<file path="config.mk">
export PLATFORM = sky130hd
export DESIGN_NAME = div_unit
export DESIGN_NICKNAME = d
export VERILOG_FILES = /design/src/rtl/div_unit.sv
export SDC_FILE = /design/constraint.sdc
export NUM_CORES = 1
export LEC_CHECK = 0
export CAP_MARGIN = 20
export CORE_UTILIZATION = 55
export DETAILED_ROUTE_END_ITERATION = 8
export GPL_TIMING_DRIVEN = 0
export HOLD_SLACK_MARGIN = 0.08
export PLACE_DENSITY = 0.77
export SLEW_MARGIN = 20
export SYNTH_ARGS = -nofsm -noshare
export SYNTH_HDL_FRONTEND = slang
export SYNTH_SLANG_ARGS = --single-unit
</file>
<file path="constraint.sdc">
create_clock -name clk -period 12.36 [get_ports clk]
set_input_delay 2.472 -clock clk [delete_from_list [all_inputs] [get_ports clk]]
set_output_delay 2.472 -clock clk [all_outputs]
set_load 0.01 [all_outputs]
</file>
<file path="src/rtl/div_unit.sv">
// Multi-cycle signed/unsigned restoring divider for the EX stage.
// Produces {remainder, quotient} after WIDTH iterations and stalls the pipeline meanwhile.
module div_unit #(
    parameter int WIDTH = 32
) (
    input  logic               clk,
    input  logic               rst,
    input  logic               signed_div_i,
    input  logic [WIDTH-1:0]   opdata1_i,
    input  logic [WIDTH-1:0]   opdata2_i,
    input  logic               start_i,
    input  logic               annul_i,
    output logic [2*WIDTH-1:0] result_o,
    output logic               ready_o,
    output logic               stall_req_o
);
    localparam int CNT_W = $clog2(WIDTH) + 1;

    typedef enum logic [1:0] {
        S_FREE   = 2'd0,
        S_BYZERO = 2'd1,
        S_ON     = 2'd2,
        S_END    = 2'd3
    } state_t;

    state_t             state_q;
    logic [CNT_W-1:0]   cnt_q;
    logic [WIDTH-1:0]   dvd_q;
    logic [WIDTH-1:0]   dvs_q;
    logic [WIDTH-1:0]   rem_q;
    logic [WIDTH-1:0]   quo_q;
    logic               neg_quo_q;
    logic               neg_rem_q;
    logic [2*WIDTH-1:0] result_q;
    logic               ready_q;

    logic [WIDTH:0]     shifted;
    logic [WIDTH:0]     diff;
    logic               no_borrow;
    logic [WIDTH-1:0]   rem_d;
    logic [WIDTH-1:0]   quo_d;
    logic [WIDTH-1:0]   rem_fix;
    logic [WIDTH-1:0]   quo_fix;
    logic [WIDTH-1:0]   op1_mag;
    logic [WIDTH-1:0]   op2_mag;
    logic               op1_neg;
    logic               op2_neg;

    // Handshake: EX holds start_i (and operands) high until it sees ready_o; while the
    // request is pending and not flushed, stall_req_o freezes EX and earlier stages.
    assign stall_req_o = start_i & ~ready_q & ~annul_i;
    assign result_o    = result_q;
    assign ready_o     = ready_q;

    always_comb begin
        op1_neg = signed_div_i & opdata1_i[WIDTH-1];
        op2_neg = signed_div_i & opdata2_i[WIDTH-1];
        op1_mag = op1_neg ? (~opdata1_i + 1'b1) : opdata1_i;
        op2_mag = op2_neg ? (~opdata2_i + 1'b1) : opdata2_i;
    end

    // The trial subtraction is one bit wider than the operands so that a partial
    // remainder with its MSB set still compares correctly against large divisors.
    always_comb begin
        shifted   = {rem_q, dvd_q[WIDTH-1]};
        diff      = shifted - {1'b0, dvs_q};
        no_borrow = ~diff[WIDTH];
        rem_d     = no_borrow ? diff[WIDTH-1:0] : shifted[WIDTH-1:0];
        quo_d     = {quo_q[WIDTH-2:0], no_borrow};
        quo_fix   = neg_quo_q ? (~quo_d + 1'b1) : quo_d;
        rem_fix   = neg_rem_q ? (~rem_d + 1'b1) : rem_d;
    end

    always_ff @(posedge clk or posedge rst) begin
        if (rst) begin
            state_q   <= S_FREE;
            cnt_q     <= '0;
            dvd_q     <= '0;
            dvs_q     <= '0;
            rem_q     <= '0;
            quo_q     <= '0;
            neg_quo_q <= 1'b0;
            neg_rem_q <= 1'b0;
            result_q  <= '0;
            ready_q   <= 1'b0;
        end else begin
            case (state_q)
                S_FREE: begin
                    ready_q  <= 1'b0;
                    result_q <= '0;
                    if (start_i && !annul_i) begin
                        if (opdata2_i == '0) begin
                            state_q <= S_BYZERO;
                        end else begin
                            state_q   <= S_ON;
                            dvd_q     <= op1_mag;
                            dvs_q     <= op2_mag;
                            neg_quo_q <= op1_neg ^ op2_neg;
                            neg_rem_q <= op1_neg;
                            cnt_q     <= '0;
                            rem_q     <= '0;
                            quo_q     <= '0;
                        end
                    end
                end
                S_BYZERO: begin
                    if (annul_i) begin
                        state_q <= S_FREE;
                    end else begin
                        state_q  <= S_END;
                        result_q <= '0;
                        ready_q  <= 1'b1;
                    end
                end
                S_ON: begin
                    if (annul_i) begin
                        state_q <= S_FREE;
                    end else begin
                        rem_q <= rem_d;
                        quo_q <= quo_d;
                        dvd_q <= {dvd_q[WIDTH-2:0], 1'b0};
                        cnt_q <= cnt_q + 1'b1;
                        if (cnt_q == CNT_W'(WIDTH - 1)) begin
                            state_q  <= S_END;
                            result_q <= {rem_fix, quo_fix};
                            ready_q  <= 1'b1;
                        end
                    end
                end
                S_END: begin
                    if (annul_i || !start_i) begin
                        state_q  <= S_FREE;
                        ready_q  <= 1'b0;
                        result_q <= '0;
                    end
                end
                default: state_q <= S_FREE;
            endcase
        end
    end

endmodule
</file>
==> results.md <==
- Main synth FF type: dfrtp_1
- Slew @ Worst Pin: 0.899 ns
- Setup crit end: stall_req_o
- Via count: 13117
- RSZ-0062 raised after global routing: no
- Net count after synthesis: 1768
- Async SR Flop Fraction: 1.00
- FF-to-FF End: result_o[62]
- Power Dens Cells: 185 mW/mm^2
- Vias in the first global route: 12650
- Worst Hold Path Cells: 2
- Cell Count, Final, Fillers Out: 2157
- Clk Latency, worst-skew pair: 0.52 ns
- Post-Synthesis Cell Area: 0.0136 sq mm
- Synth warn: 0
- # IOs: 135
- Proportion of synthesized area in mux cells: 0.0233
- Hold_buf cts: 0
- Antenna Cells: 0
- DRT Wirelength: 38900 um
- FMAX: 156 MHz
- PortBufs: 134
- TritonCTS buffer count: 23
- Post-Syn Instances: 1657
- Global Route met2 Usage: 0.499
- Largest net degree at the start of global routing: 86
- Post-Synth XOR/XNOR Area: 0.0828
- Root Buffer: clkbuf_16
- Hold WC Path Type: reg2reg
- Nets: 1929
- Crit Path Class: in2out
- Max clock buf depth: 3
- Avg Cell Area, Syn: 8.18 sq um
- Final critical-path setup slack: 5.96 ns
- Clock Sinks: 202
- Placed inst area: 0.0154 sq mm
- Simple-gate share of the synthesized area: 0.227
- Htree depth: 1
- Worst-path fanout max: 7
- Leak: 7.10 nW
- Clock Pin Slew Worst Setup and Hold Paths: 0.06 ns
- DRT antenna net count: 0
- Residual DRC: 0
- Crit path from: annul_i
- Filler cell count: 2035
- Pre-Repair DR Iteration Count: 9
- Flop-to-flop setup slack: 6.74 ns
- First-pass GRT wire length: 64700 um
- Die Span X: 159 um
- Number of synthesized register bits: 202
- Worst endpoint required time: 9.89 ns
- WP data arrival: 3.93 ns
- Cells on worst reg2reg path: 20
- Die H: 159 um
- Final critical-path share of the clock period: 0.518
- Initial antenna violation count: 0
- Post-synth EDFFs: 0
- Adder-Cell Fraction of Synth Area: 0.0393
- Layout cells sized above 1: 0.0595
- Distinct cells, synth: 93
- Cts repair resizes: 0
- Critical path endpoint category: output pin
- Placed cells: 2117
- Synth area leader: dfrtp_1
- Final hold viol count: 0
- Row count: 57
- Largest cells by area after synthesis: dfrtp_1, nand2_1, o21ai_0
- Outcome: finished clean
- Setup TNS: 0 ns
- Die Area: 0.0253 sq mm
- Largest family of logic cells by synthesized area: simple AND/OR/NAND/NOR gates
- Met1 Use GR: 0.431
- Minimum clock period: 6.40 ns
- Compound-gate portion of the synthesized area: 0.204
- Routed length per instance: 18.0 um
- Max Transition Viols Final: 0
- DP HPWL: 29500 um
- Post-CTS Setup Inserts: 0
- CTS tree: yes
- Pre-CTS setup slack: 5.77 ns
- Area growth syn-to-layout: 18.9%
- Initial Utilization: 0.559
- Sequential-to-total area share from yosys stat: 0.373
- Finished Cell Area: 0.0161 sq mm
- Max cap viols: 0
- Tot GR Track Use: 0.314
- Gr busiest metal: met2
- Total grt overflow: 0
- Startpoint class of the critical path: primary input
- Core Util, Final: 0.665
- Met3 usage: 0.0458
- Placeable Area: 0.0242 sq mm
- R2R Path Start: dvd_q[31]
- 1st-iter DRT viols: 1124
- Via-per-instance ratio: 6.08
- Final setup violation count: 0
- Worst VDD drop: 0.000105 V
- Clock Skews: 0.0157 ns
- Global placer's final weighted congestion: 0.945
- Top cell type's share of synthesized area: 0.373
- Max_slew headroom: 0.393
[cells in the final DEF, fill, tap and decap left out, types with 45 or more instances in the layout]
cell / count
a21oi_1: 94
xor2_1: 58
clkdlybuf4s50_1: 134
xnor2_1: 67
nand2_1: 318
o31ai_1: 45
o21ai_0: 176
dfrtp_1: 202
clkbuf_1: 58
nor2_1: 107
nand3_1: 67
inv_1: 66
[how the worst min path moves through the flow]
stage | start | to
finish | dvd_q[30] | dvd_q[31]
global placement | dvd_q[30] | dvd_q[31]
floorplan | dvd_q[30] | dvd_q[31]
global route | dvd_q[17] | dvd_q[17]
CTS | dvd_q[30] | dvd_q[31]
detailed placement | dvd_q[30] | dvd_q[31]
[report_power, final]
group	internal, mW	total (mW)	leakage, nW	switching, mW
registers	0.798	0.878	2.72	0.0808
logic	0.480	1.40	4.00	0.923
clock network	0.422	0.696	0.377	0.275
[flip-flops by register name (all words and copies together), names as in the netlist]
signal / flops
ready_o: 1
result_o: 64
quo_q: 31
dvd_q: 32
dvs_q: 32
cnt_q: 6
neg_rem_q: 1
state_q: 2
rem_q: 32
neg_quo_q: 1
[Yosys cell counts, types with 3 or more instances]
| master | number |
|---|---|
| nand2b_1 | 11 |
| nand3_1 | 67 |
| o21ai_1 | 6 |
| buf_6 | 9 |
| xnor2_1 | 67 |
| nor2_1 | 107 |
| a41oi_1 | 5 |
| nor3_1 | 29 |
| buf_2 | 16 |
| nand2_1 | 318 |
| a211oi_1 | 8 |
| o31ai_1 | 45 |
| o31a_1 | 5 |
| and2_1 | 13 |
| or3_1 | 21 |
| ha_1 | 41 |
| or4_1 | 11 |
| a211o_1 | 4 |
| o311ai_0 | 3 |
| and3_1 | 12 |
| clkbuf_1 | 53 |
| xor2_1 | 58 |
| o21a_1 | 4 |
| o21ai_0 | 176 |
| a21oi_1 | 94 |
| a21o_1 | 7 |
| a31oi_1 | 13 |
| nand4_1 | 16 |
| mux2i_1 | 18 |
| buf_1 | 7 |
| a22oi_1 | 3 |
| inv_1 | 67 |
| nor4_1 | 17 |
| dfrtp_1 | 202 |
| or2_2 | 7 |
| a222oi_1 | 8 |
| o41ai_1 | 16 |
| nor2b_1 | 8 |
| mux2_2 | 10 |
| nand3b_1 | 4 |
[worst max-delay path, stage by stage]
cell and delay, ns:
clkdlybuf4s50_1 0.54, nand2b_1 0.26, nor2_1 0.12, clkdlybuf4s50_1 0.54
[layout make-up]
cell class              count  area (sq um)  share of cell area
inverters                  68           263              0.0163
multi-input cells        1299          7810               0.484
plain buffers              88           437              0.0271
flip-flops and latches    202          5050               0.313
clock inverters             9           124             0.00768
repair buffers            136          1400              0.0866
clock buffers              31           636              0.0394
well taps                 324           405              0.0251
[kinds of logic (layout without fill, tap and decap cells)]
kind of cell,count (synthesis),after routing
compound gates,439,439
xor+xnor,126,126
fa+ha+maj,42,42
buf+inv,156,332
flops,202,202
mux,29,29
simple gates,663,663
[routing by layer]
metal	routed length, um	share of wire
met5	0	0
met4	1700	0.044
met3	3010	0.077
met2	17400	0.45
met1	16800	0.43
[metrics by stage]
| step | power [mW] | hold slack [ns] |
|---|---|---|
| 2_1_floorplan | 1.81 | 0.438 |
| 3_3_place_gp | 2.22 | 0.456 |
| 3_5_place_dp | 2.26 | 0.464 |
| 4_1_cts | 2.96 | 0.476 |
| 5_1_grt | 3.17 | 0.501 |
| 6_report | 2.98 | 0.477 |
No activity file was read; power rests on OpenSTA's default activity.
